**config.mk**
```make
export PLATFORM = sky130hd
export DESIGN_NAME = fft_bitrev_buffer
export DESIGN_NICKNAME = d
export VERILOG_FILES = /design/src/rtl/fft_pkg.sv /design/src/rtl/fft_bitrev_bank.sv /design/src/rtl/fft_bitrev_buffer.sv
export SDC_FILE = /design/constraint.sdc
export NUM_CORES = 1
export LEC_CHECK = 0
export ABC_AREA = 1
export BUFFER_PORTS_ARGS = -buffer_cell sky130_fd_sc_hd__buf_2
export CORE_MARGIN = 2
export CORE_UTILIZATION = 30
export DETAILED_ROUTE_END_ITERATION = 8
export GPL_TIMING_DRIVEN = 1
export PLACE_DENSITY = 0.52
export SETUP_SLACK_MARGIN = 0.15
export SLEW_MARGIN = 20
export SYNTH_ARGS = -nofsm -noshare
export SYNTH_HDL_FRONTEND = slang
export SYNTH_SLANG_ARGS = --single-unit
```
**constraint.sdc**
```tcl
create_clock -name clk -period 1.93 [get_ports clk]
set_clock_uncertainty 0.15 [all_clocks]
set_input_delay 0.193 -clock clk [delete_from_list [all_inputs] [get_ports clk]]
set_output_delay 0.193 -clock clk [all_outputs]
set_load 0.01 [all_outputs]
```
**src/rtl/fft_pkg.sv**
```systemverilog
// rtl/fft_pkg.sv - shared defaults, FSM states and bit-reverse helper for the FFT reorder buffer
package fft_pkg;

    localparam int FFT_WIDTH   = 8;
    localparam int FFT_DECIMAL = 4;
    localparam int FFT_LOG2N   = 3;

    typedef enum logic {
        ST_LOAD  = 1'b0,
        ST_DRAIN = 1'b1
    } state_t;

    // Mirrors the low log2n bits of k; bits above log2n come back zero.
    function automatic logic [31:0] bitrev(input logic [31:0] k, input int log2n);
        logic [31:0] r;
        r = '0;
        for (int i = 0; i < log2n; i++) begin
            r[log2n-1-i] = k[i];
        end
        return r;
    endfunction

endpackage

```
**src/rtl/fft_bitrev_bank.sv**
```systemverilog
// rtl/fft_bitrev_bank.sv - N-entry {re,im} register array, one write port, one asynchronous read port
module fft_bitrev_bank #(
    parameter int WIDTH = 8,
    parameter int LOG2N = 3
) (
    input  logic               clk,
    input  logic               we,
    input  logic [LOG2N-1:0]   waddr,
    input  logic [2*WIDTH-1:0] wdata,
    input  logic [LOG2N-1:0]   raddr,
    output logic [2*WIDTH-1:0] rdata
);

    localparam int N = 2**LOG2N;

    logic [2*WIDTH-1:0] mem_q [N];
    logic [2*WIDTH-1:0] mem_d [N];

    always_comb begin
        mem_d = mem_q;
        if (we) begin
            mem_d[waddr] = wdata;
        end
    end

    // Contents are never cleared; the owner only exposes them once a frame is complete.
    always_ff @(posedge clk) begin
        mem_q <= mem_d;
    end

    assign rdata = mem_q[raddr];

endmodule

```
**src/rtl/fft_bitrev_buffer.sv**
```systemverilog
// rtl/fft_bitrev_buffer.sv - natural-order in, bit-reversed-order out frame buffer; FFT_BITREV_PINGPONG_EN selects two banks
module fft_bitrev_buffer
    import fft_pkg::*;
#(
    parameter int WIDTH   = FFT_WIDTH,
    parameter int DECIMAL = FFT_DECIMAL,
    parameter int LOG2N   = FFT_LOG2N
) (
    input  logic             clk,
    input  logic             rst,
    input  logic             in_valid,
    output logic             in_ready,
    input  logic [WIDTH-1:0] in_re,
    input  logic [WIDTH-1:0] in_im,
    output logic             out_valid,
    input  logic             out_ready,
    output logic [WIDTH-1:0] out_re,
    output logic [WIDTH-1:0] out_im,
    output logic [LOG2N-1:0] out_idx,
    output logic             out_last
);

    localparam logic [LOG2N-1:0] CNT_LAST = '1;
    localparam logic [LOG2N-1:0] CNT_ONE  = LOG2N'(1);

    if (DECIMAL < 0 || DECIMAL >= WIDTH) begin : g_bad_format
        $error("fft_bitrev_buffer: DECIMAL must lie in [0, WIDTH)");
    end

    logic [LOG2N-1:0]   wr_cnt_q, wr_cnt_d;
    logic [LOG2N-1:0]   rd_cnt_q, rd_cnt_d;
    logic [LOG2N-1:0]   rd_addr;
    logic [2*WIDTH-1:0] wr_word, rd_word;
    logic               in_fire;

    assign wr_word = {in_re, in_im};
    assign in_fire = in_valid & in_ready;
    assign rd_addr = LOG2N'(bitrev(32'(rd_cnt_q), LOG2N));

`ifdef FFT_BITREV_PINGPONG_EN
    logic                wr_bank_q, wr_bank_d;
    logic                rd_bank_q, rd_bank_d;
    logic [1:0]          full_q, full_d;
    logic [2*WIDTH-1:0]  bank_rdata [2];

    // Both sides alternate banks strictly, so frames leave in the order they arrived.
    always_comb begin
        wr_cnt_d  = wr_cnt_q;
        rd_cnt_d  = rd_cnt_q;
        wr_bank_d = wr_bank_q;
        rd_bank_d = rd_bank_q;
        full_d    = full_q;
        in_ready  = ~full_q[wr_bank_q];
        out_valid = full_q[rd_bank_q];
        if (in_valid && !full_q[wr_bank_q]) begin
            wr_cnt_d = wr_cnt_q + CNT_ONE;
            if (wr_cnt_q == CNT_LAST) begin
                full_d[wr_bank_q] = 1'b1;
                wr_bank_d         = ~wr_bank_q;
            end
        end
        if (full_q[rd_bank_q] && out_ready) begin
            rd_cnt_d = rd_cnt_q + CNT_ONE;
            if (rd_cnt_q == CNT_LAST) begin
                full_d[rd_bank_q] = 1'b0;
                rd_bank_d         = ~rd_bank_q;
            end
        end
    end

    always_ff @(posedge clk) begin
        if (rst) begin
            wr_cnt_q  <= '0;
            rd_cnt_q  <= '0;
            wr_bank_q <= 1'b0;
            rd_bank_q <= 1'b0;
            full_q    <= '0;
        end else begin
            wr_cnt_q  <= wr_cnt_d;
            rd_cnt_q  <= rd_cnt_d;
            wr_bank_q <= wr_bank_d;
            rd_bank_q <= rd_bank_d;
            full_q    <= full_d;
        end
    end

    for (genvar b = 0; b < 2; b++) begin : g_bank
        fft_bitrev_bank #(
            .WIDTH (WIDTH),
            .LOG2N (LOG2N)
        ) u_bank (
            .clk   (clk),
            .we    (in_fire && (wr_bank_q == 1'(b))),
            .waddr (wr_cnt_q),
            .wdata (wr_word),
            .raddr (rd_addr),
            .rdata (bank_rdata[b])
        );
    end

    assign rd_word = bank_rdata[rd_bank_q];
`else
    state_t state_q, state_d;

    always_comb begin
        state_d   = state_q;
        wr_cnt_d  = wr_cnt_q;
        rd_cnt_d  = rd_cnt_q;
        in_ready  = 1'b0;
        out_valid = 1'b0;
        case (state_q)
            ST_LOAD: begin
                in_ready = 1'b1;
                if (in_valid) begin
                    wr_cnt_d = wr_cnt_q + CNT_ONE;
                    if (wr_cnt_q == CNT_LAST) begin
                        state_d = ST_DRAIN;
                    end
                end
            end
            ST_DRAIN: begin
                out_valid = 1'b1;
                if (out_ready) begin
                    rd_cnt_d = rd_cnt_q + CNT_ONE;
                    if (rd_cnt_q == CNT_LAST) begin
                        state_d = ST_LOAD;
                    end
                end
            end
            default: state_d = ST_LOAD;
        endcase
    end

    always_ff @(posedge clk) begin
        if (rst) begin
            state_q  <= ST_LOAD;
            wr_cnt_q <= '0;
            rd_cnt_q <= '0;
        end else begin
            state_q  <= state_d;
            wr_cnt_q <= wr_cnt_d;
            rd_cnt_q <= rd_cnt_d;
        end
    end

    fft_bitrev_bank #(
        .WIDTH (WIDTH),
        .LOG2N (LOG2N)
    ) u_bank (
        .clk   (clk),
        .we    (in_fire),
        .waddr (wr_cnt_q),
        .wdata (wr_word),
        .raddr (rd_addr),
        .rdata (rd_word)
    );
`endif

    // Stale memory is masked so nothing leaks out while no frame is presented.
    assign out_re   = out_valid ? rd_word[2*WIDTH-1:WIDTH] : '0;
    assign out_im   = out_valid ? rd_word[WIDTH-1:0]       : '0;
    assign out_idx  = out_valid ? rd_addr                  : '0;
    assign out_last = out_valid && (rd_cnt_q == CNT_LAST);

endmodule

```
# Word-level counts from Yosys, hierarchy flattened
# Cells that the tools add are included.
# totals
register_bits	135
elab_cells	42
out_inout_bits	22
input_bits	20
# classes
magnitude_cmp	3
add_sub_neg	2
eq_ne	2
n_reduce_logical	4
n_bitwise	4
n_mux	16
# ops
op	count
$bwmux W128	1
$bmux W16 S3	1
$demux W16 S3	1
$mux W16	3
$mux W8	2
$ge A4 B4 Y1 const B	2
$not A3 Y4	2
$add A3 B1 Y3 const B	2
$eq A3 B3 Y1 const B	2
$mux W1	6
$lt A4 B1 Y1 const B	1
$reduce_and A2 Y1	2
$mux W3	1
$logic_and A1 B1 Y1	2
$pmux W1 S2	1
$and A1 B1 Y1	1
$not A1 Y1	1

# Logic depth before layout (Yosys ltp)
# Gate-level depths: netlist of the first run.
# logic_depth
depth_word	6
depth_mapped	8
ltp_nobuf	6

# Hierarchy
# A second synthesis of the first run with hierarchy kept.
# unflattened
hier_cells	658
hier_area_um2	6167.2
# by_module_without_submodules
module	n_inst	cells_per_inst	area_per_inst_um2	seq_area_each_um2
fft_bitrev_bank	1	571	5669.2	3843.7
fft_bitrev_buffer	1	87	498.0	140.1

# Least setup slack after synthesis of the first run
# OpenSTA, ideal clock, no wires.
# synth_path
path_kind	flip-flop to flip-flop
from	reg state_q
to	reg u_bank.mem_q[112] (netlist name), enable pin
stages_incl_launch_ff	6
arrival_time_ns	1.501
synth_period_minus_slack_ns	2.040
n_path_buf	0
slack_ns	-0.110
setup_time_ns	0.388
required_time_ns	1.392
cell_sequence	dfxtp_1 -> inv_2 -> nand2_2 -> inv_1 -> nand2_1 -> nor2_1
# synth_via
elab_chain_len	2
# synth_rtl
item	line_no	rtl
start: declaration	fft_bitrev_buffer.sv:103	state_t state_q, state_d;
start signal: assignment	fft_bitrev_buffer.sv:140	state_q <= state_d;
$mux W1	fft_bitrev_buffer.sv:111	case (state_q)
via in_ready	fft_bitrev_buffer.sv:12	output logic in_ready,
$and A1 B1 Y1	fft_bitrev_buffer.sv:37	assign in_fire = in_valid & in_ready;
end signal: assignment	fft_bitrev_bank.sv:28	mem_q <= mem_d;
end: declaration	fft_bitrev_bank.sv:16	logic [2*WIDTH-1:0] mem_q [N];
# The timed path passes the listed nets, and every way through them passes these cells.
# A chain may end at the register's enable or synchronous reset.

# Worst setup path after layout of the first run
# layout_path
from	reg rd_cnt_q[2]
to	out out_re[6]
# layout_via
elab_chain_len	5
# layout_rtl
item	line_no	rtl
start: declaration	fft_bitrev_buffer.sv:31	logic [LOG2N-1:0] rd_cnt_q, rd_cnt_d;
start signal: assignment	fft_bitrev_buffer.sv:142	rd_cnt_q <= rd_cnt_d;
$not A3 Y4 (not written as such)	fft_bitrev_bank.sv:31	assign rdata = mem_q[raddr];
$bmux W16 S3	fft_bitrev_bank.sv:31	
$mux W16 (not written as such) (2 in series)	fft_bitrev_bank.sv:31	
$mux W8	fft_bitrev_buffer.sv:160	assign out_re = out_valid ? rd_word[2*WIDTH-1:WIDTH] : '0;
end: declaration	fft_bitrev_buffer.sv:17	output logic [WIDTH-1:0] out_re,
# Every way passes these cells. The select of a mux whose other input is x is not followed.

==> results of run 1 <==
## per-stage QoR
stage | total power [mW] | TNS (ns) | std cells
final | 6.31 | 0 | 984
after global routing | 6.53 | -0.499 | 984
after CTS | 6.36 | -0.00637 | 978
after detailed placement | 3.62 | 0 | 920
after global placement | 3.62 | 0 | 920
after floorplan | 3.49 | -5.62 | 611
## power breakdown
part	internal [mW]	switching, mW	total, mW	leakage, nW
logic	0.110	0.173	0.283	2.06
registers	3.29	0.0203	3.31	1.22
clock network	1.61	1.11	2.72	0.238
## registers in the layout, indices dropped and copies added, names as in the netlist
name          count
u_bank.mem_q    128
wr_cnt_q          3
state_q           1
rd_cnt_q          3
## worst min-delay path: stages (launching register included)
cell     delay, ns
dfxtp_1       0.32
nand2_1       0.06
a21oi_1       0.06
## layout by cell type, fill, tap and decap left out, types with 2 or more instances in the layout
cell type	Yosys	layout
nand2_1	222	215
inv_1	136	136
edfxtp_1	128	128
nand3_1	64	63
buf_2	15	39
buf_4	7	23
clkbuf_16	0	20
dlygate4sd3_1	0	19
buf_12	0	10
nand2_2	1	8
clkbuf_1	0	7
nor2_1	14	6
nor2_4	1	5
nor2_2	0	4
a211oi_1	4	4
clkinv_2	0	4
dfxtp_1	7	4
clkinv_1	1	3
buf_16	0	3
buf_6	1	3
a21oi_1	2	2
ha_1	4	2
ha_4	0	2
dfxtp_4	0	2
## area by class of cell
cell class	count	share of cell area [%]
clock inverter	7	0.406
inverter	140	7.04
timing repair buffer	100	12.3
tap	265	4.30
multi-input combinational	313	18.3
sequential	135	51.8
clock buffer	24	5.86
## cell families (layout without fill, tap and decap cells)
logic type,count (synthesis),in the layout,share of synthesized area (%)
AOI/OAI and AO/OA,6,6,0.671
DFF,135,135,66.7
adders and majority gates,4,4,0.838
xor gates and xnor gates,1,1,0.147
and+or+nand+nor,302,302,20.5
buffers and inverters,163,271,11.1
## worst max-delay path by stage
stage / start / to / slack [ns] / depth (start not counted)
finish: rd_cnt_q[2] / out_re[6] / 0.04 / 8
global route: rd_cnt_q[2] / out_re[3] / -0.05 / 8
CTS: rd_cnt_q[2] / out_re[4] / -0.006 / 8
detailed placement: state_q / u_bank.mem_q[121] / 0.19 / 6
global placement: state_q / out_im[6] / 0.24 / 6
floorplan: state_q / u_bank.mem_q[0] / -0.09 / 5
## timing repair
action | in CTS | in global routing
pin swaps | 0 | 2
buffers inserted | 5 | 3
endpoints found under the setup margin | 18 | 81
endpoints found under the hold margin | 135 | 0
hold buffers | 19 | 0
cloned | 3 | 3
resized for setup | 32 | 6
## per-layer routing
| layer | GRT usage, % | wire length [um] | share of wire, % |
|---|---|---|---|
| met2 | 23.6 | 7160 | 51 |
| met3 | 3.40 | 421 | 3.0 |
| met5 | 0 | 0 | 0 |
| met4 | 4.46 | 108 | 0.76 |
| met1 | 17.4 | 6460 | 46 |
==> out/qor_table.md, run 1 <==
| Step | Item | Reported |
|:---|:---|:---|
| outcome | Status | complete, no violations |
| setup path | Launch instance of the worst register-to-register path | state_q |
| drt | Ratio of routed vias to standard cells | 4.10 |
| placement | Weighted congestion at the end of routability-driven global placement | 0.770 |
| timing | Relative slew slack | 84.1% |
| timing | Minimum clock period after layout | 1.89 ns |
| yosys | Fraction of the yosys area taken by sequential cells | 66.7% |
| setup path | Cell family with most CP delay | flip-flops |
| cts | CTS tree | yes |
| global route | GRT Resource Usage Total | 13.9% |
| yosys | Flip-flop and latch count after synthesis | 135 |
| worst hold path | Worst min-delay path startpoint | wr_cnt_q[0] |
| yosys | Portion of synthesized cell area occupied by the leading cell type | 64.4% |
| drt | Routed wire length | 14200 um |
| final layout | Fin util | 39.5% |
| timing | Max Slew Vio Count | 0 |
| setup path | CP Launch Type | register |
| timing | Count of endpoints failing setup in the final report | 0 |
| power and ir drop | Worst voltage drop across the vdd grid | 0.614 mV |
| final layout | Filler cell count in the final layout | 1965 |
| setup path | Buffers plus inverters on the worst setup path | 3 |
| yosys | Async S/R FF share, synth | 0% |
| worst hold path | Hold path depth | 2 |
| setup path | Maximum single-stage delay on the critical path | 0.43 ns |
| placement | Half-perimeter wire length after placement | 8150 um |
| floorplanning | Die Area | 21000 um^2 |
| floorplanning | Core ar. | 19500 um^2 |
| power and ir drop | Leakage power figure | 3.52 nW |
| yosys | Post-synth EDFFs | 128 |
| cts | Clock transition at the registers of the reported paths | 0.06 ns |
| final layout | Summed area of non-filler cells in the final layout | 7710 um^2 |
| final layout | Area of combinational cells with multiple inputs | 1410 um^2 |
| floorplanning | Floorplan die height | 145 um |
| timing | Worst slew pin tran | 0.238 ns |
| timing | Setup repair after global routing missed its margin | yes |
| setup path | Peak fanout along the critical path | 11 |
| yosys | Commonest cells in the netlist | nand2_1, inv_1, edfxtp_1, nand3_1, buf_2 |
| setup path | Worst path slowest cell | dfxtp_4 |
| drt | Remaining design rule violation count | 0 |
| cts | Number of buffers created by CTS | 17 |
| drt | Number of iterations in the first detailed-routing pass | 6 |
| cts | Deepest level of the CTS H-tree | 4 |
| final layout | Fraction of layout instances using a drive strength above 1 | 17.9% |
| cts | Clk_lat worst skew | 0.41 ns |
| yosys | Number of instances in the synthesized netlist | 611 |
| final layout | FF+latch area | 3990 um^2 |
| yosys | Net count of the mapped netlist | 635 |
| placement | Worst setup slack after placement | 0.188 ns |
| floorplanning | Die Width | 145 um |
| yosys | Biggest area contributors in the synthesized netlist | edfxtp_1, nand2_1, inv_1 |
| cts | Total number of clock tree sinks | 135 |
| global route | Vias in the first global route | 3942 |
| setup path | Data arrival time of the worst path | 1.55 ns |
| setup path | Cell-by-cell trace of the critical path | inv_8 -> clkbuf_16 -> nand2_2 -> nand3_1 -> nand2_1 -> nand2_2 -> nand2_1 -> buf_2 |
| final layout | Syn-to-layout area delta | 29.1% |
| timing | Highest clock frequency the design can meet | 529 MHz |
| timing | Period utilization | 97.9% |
| setup path | Worst setup path class | register to output pin |
| setup path | Worst Reg2Reg Path Length in Cells | 6 |
| final layout | Number of antenna cells inserted | 0 |
| cts | Max Buffers Root-to-Sink | 2 |
| placement | Area post-placement | 6690 um^2 |
| timing | Hold Fails Final Rpt | 0 |
| final layout | Nets@finish | 731 |
| setup path | Data required time of the worst path | 1.59 ns |
| global route | Antenna violations before repair | 0 |
| drt | Vias after detailed routing | 4037 |
| worst hold path | End of the worst hold path | wr_cnt_q[0] |
| timing | Post-route setup slack | 0.0403 ns |
| drt | Routed length per instance | 14.4 um |
| setup path | Worst setup EP type | output pin |
| yosys | Yosys warning total | 0 |
| drt | Initial DRC count | 206 |
| yosys | Average size of a mapped cell | 9.77 um^2 |
| power and ir drop | Power per cell area | 819 nW/um^2 |
| yosys | Top FF cell, synth | edfxtp_1 |
| worst hold path | Class of the tightest hold or removal check | register to register |
| run | Max-cap violations | 0 |
| timing | Hold Worst Slack | 0.342 ns |
| cts | Library cell used as clock root buffer | clkbuf_16 |
| yosys | Total standard cell area after synthesis | 5970 um^2 |
| floorplanning | Effective utilization at floorplan | 30.6% |
| floorplanning | Standard-cell rows | 51 |
| yosys | Leading cell type by number of instances after synthesis | nand2_1 |
| floorplanning | I/O pin total | 42 |
| global route | Maximum number of pins on one net before global-route repair | 29 |
| setup path | R2R Setup Slk | 0.34 ns |
| drt | Final ANT Viol Nets | 0 |
| placement | Buffers on Ports | 41 |
| global route | First-pass GRT wire length | 21900 um |
| yosys | Number of distinct standard cells referenced by the synthesized netlist | 17 |
| global route | Overflow left after global routing | 0 |
| setup path | R2r endpoint | u_bank.mem_q[124] |
| yosys | Top cell type by total area after synthesis | edfxtp_1 |
Power figures use the tool's default switching activity.
==> run 2, diff against run 1 <==
--- a/config.mk
+++ b/config.mk
@@ -11,7 +11,7 @@
 export CORE_UTILIZATION = 30
 export DETAILED_ROUTE_END_ITERATION = 8
 export GPL_TIMING_DRIVEN = 1
-export PLACE_DENSITY = 0.52
+export PLACE_DENSITY = 0.49
 export SETUP_SLACK_MARGIN = 0.15
 export SLEW_MARGIN = 20
 export SYNTH_ARGS = -nofsm -noshare
==> out/qor_table.md, run 2 (same netlist as run 1, synthesis figures left out) <==
| Step | Item | Reported | Delta |
|:---|:---|:---|:---|
| outcome | Status | complete, no violations |  |
| floorplanning | Floorplan die height | 145 um | unchanged |
| setup path | Data required time of the worst path | 1.59 ns | about the same |
| final layout | Commonest non-fill, non-tap cell in the layout | nand2_1 |  |
| final layout | Fin util | 39.4% | -0.10 points |
| final layout | Number of antenna cells inserted | 0 | unchanged |
| setup path | Worst setup EP type | output pin |  |
| power and ir drop | Part of the power in the clock network | 46.2% | +3.1 points |
| floorplanning | Die Area | 21000 um^2 | unchanged |
| global route | GRT Resource Usage Total | 14.0% | +0.17 points |
| setup path | Worst path slowest cell | dfxtp_4 |  |
| floorplanning | Core ar. | 19500 um^2 | unchanged |
| timing | Hold Fails Final Rpt | 0 | unchanged |
| timing | Minimum clock period after layout | 1.92 ns | +0.0272 ns |
| power and ir drop | Net load switching power | 1.31 mW | +0.13% |
| power and ir drop | Combinational fraction of design power | 4.2% | -0.3 points |
| cts | Total number of clock tree sinks | 135 | unchanged |
| power and ir drop | Share of power burned in registers | 49.6% | -2.8 points |
| floorplanning | I/O pin total | 42 | unchanged |
| setup path | Data arrival time of the worst path | 1.57 ns | +0.02 ns |
| drt | Ratio of routed vias to standard cells | 4.20 | +2.4% |
| drt | Final ANT Viol Nets | 0 | unchanged |
| drt | Remaining design rule violation count | 0 | unchanged |
| timing | Post-route setup slack | 0.0131 ns | -0.0272 ns |
| global route | Maximum number of pins on one net before global-route repair | 27 | -6.9% |
| placement | Weighted congestion at the end of routability-driven global placement | 0.744 | -3.4% |
| placement | Buffers on Ports | 41 | unchanged |
| power and ir drop | Power per cell area | 868 nW/um^2 | +6.0% |
| drt | Initial DRC count | 253 | +23% |
| cts | Number of buffers created by CTS | 17 | unchanged |
| placement | Area post-placement | 6670 um^2 | -0.41% |
| final layout | Number of flip-flops in the largest register | 128 | unchanged |
| power and ir drop | Leakage power figure | 3.51 nW | -0.37% |
| placement | Worst setup slack after placement | 0.179 ns | -0.00868 ns |
| power and ir drop | Worst voltage drop across the vdd grid | 0.613 mV | -0.20% |
| power and ir drop | Cell internal pwr | 5.36 mW | +7.1% |
| final layout | Nets@finish | 720 | -1.5% |
| cts | CTS tree | yes |  |
| global route | First-pass GRT wire length | 22200 um | +1.4% |
| floorplanning | Effective utilization at floorplan | 30.6% | unchanged |
| drt | Routed wire length | 14100 um | -0.17% |
| drt | Vias after detailed routing | 4090 | +1.3% |
| final layout | Summed area of non-filler cells in the final layout | 7690 um^2 | -0.26% |
| setup path | Peak fanout along the critical path | 22 | +11 |
| timing | Period utilization | 99.3% | +1.4 points |
| power and ir drop | Power, Total | 6.67 mW | +5.7% |
| timing | Hold Worst Slack | 0.355 ns | +0.0133 ns |
| final layout | Registers with the most flip-flops | u_bank.mem_q x128, rd_cnt_q x3, wr_cnt_q x3 |  |
| setup path | CP dominant cell by count | nand2_1 |  |
| setup path | Worst setup path class | register to output pin |  |
| global route | Antenna violations before repair | 0 | unchanged |
| power and ir drop | Sw frac | 19.6% | -1.1 points |
| setup path | Cell-by-cell trace of the critical path | inv_8 -> buf_16 -> nand2_1 -> nand3_1 -> nand2_1 -> nand2_1 -> nand2_1 -> buf_2 |  |
| worst hold path | Class of the tightest hold or removal check | register to register |  |
| drt | Routed length per instance | 14.5 um | +0.86% |
| floorplanning | Die Width | 145 um | unchanged |
| timing | Highest clock frequency the design can meet | 522 MHz | -1.4% |
| floorplanning | Standard-cell rows | 51 | unchanged |
| setup path | Maximum single-stage delay on the critical path | 0.44 ns | about the same |
| cts | Deepest level of the CTS H-tree | 4 | unchanged |
| run | Max-cap violations | 0 | unchanged |
| placement | Half-perimeter wire length after placement | 8260 um | +1.4% |
| cts | Clk_lat worst skew | 0.42 ns | about the same |
| final layout | Register name with the most flops | u_bank.mem_q |  |
| timing | Count of endpoints failing setup in the final report | 0 | unchanged |
| timing | Relative slew slack | 84.1% | about the same |
| timing | Max Slew Vio Count | 0 | unchanged |
| cts | Max Buffers Root-to-Sink | 2 | unchanged |
| drt | Number of iterations in the first detailed-routing pass | 4 | -2 |
| timing | Worst slew pin tran | 0.238 ns | +0.000620 ns |
| final layout | Commonest cells after routing, fill and taps aside | nand2_1, inv_1, edfxtp_1 |  |
| final layout | Fraction of layout instances using a drive strength above 1 | 17.2% | -0.73 points |
| final layout | Syn-to-layout area delta | 28.8% |  |
| global route | Vias in the first global route | 4058 | +2.9% |
| timing | Setup repair after global routing missed its margin | yes |  |
| global route | Overflow left after global routing | 0 | unchanged |
| setup path | CP Launch Type | register |  |
| cts | Clock transition at the registers of the reported paths | 0.05 ns | about the same |
| cts | Library cell used as clock root buffer | clkbuf_16 |  |
-- run 2: cell count changes in the layout (fill, tap and decap cells not counted), sizes merged --
cell	previous run	this run
buf	78	69
clkbuf	27	31
clkinv	8	3
-- run 2: path summary, 6_finish.rpt --
path,from,endpoint,slack (ns),depth (start not counted)
worst min register to register,wr_cnt_q[0],wr_cnt_q[0],0.36,2
worst max register to register,state_q,u_bank.mem_q[102],0.29,6
worst max-delay path,rd_cnt_q[2],out_re[0],0.01,8
worst min-delay path,wr_cnt_q[0],wr_cnt_q[0],0.36,2
-- run 2: cell type report --
type | count | area (um^2)
timing repair buffer | 89 | 855
clock buffer | 30 | 567
tap | 265 | 332
fill | 1964 | 11800
clock inverter | 2 | 10.0
multi-input combinational | 313 | 1400
inverter | 140 | 538
sequential | 135 | 3990
-- run 2: repair_timing --
item,CTS,global route
setup endpoints to repair,18,82
hold endpoints to repair,135,0
gates cloned,4,2
hold buffers,20,0
pin swaps,4,0
gates resized for setup,30,4
setup buffers,1,0
-- run 2: worst max-delay path: cells and delay by family (launching register included) --
family                 cells  cell delay (ns)
flip-flops                 1             0.44
buffers and inverters      3             0.39
AND/OR/NAND/NOR            5             0.31
-- run 2: power by group through the flow --
stage	clock network [mW]	registers [mW]	logic [mW]
6_report	3.08	3.31	0.283
4_1_cts	3.16	3.31	0.288
3_3_place_gp	0	3.37	0.247
3_5_place_dp	0	3.37	0.251
5_1_grt	3.28	3.31	0.321
2_1_floorplan	0	3.36	0.127
-- run 2: metrics by stage --
step / std cells / TNS (ns)
final: 974 / 0
after global routing: 974 / -1.44
after CTS: 973 / -0.276
after detailed placement: 916 / 0
after global placement: 916 / 0
after floorplan: 611 / -5.62
-- run 2: routing by layer --
metal  GRT usage [%]  up-vias  part of all wire [%]
li1                -     2072                     -
met1            17.0     1901                    44
met2            23.2       89                    49
met3            4.03       28                   5.0
met4            6.37        0                   2.4
met5               0        -                     0
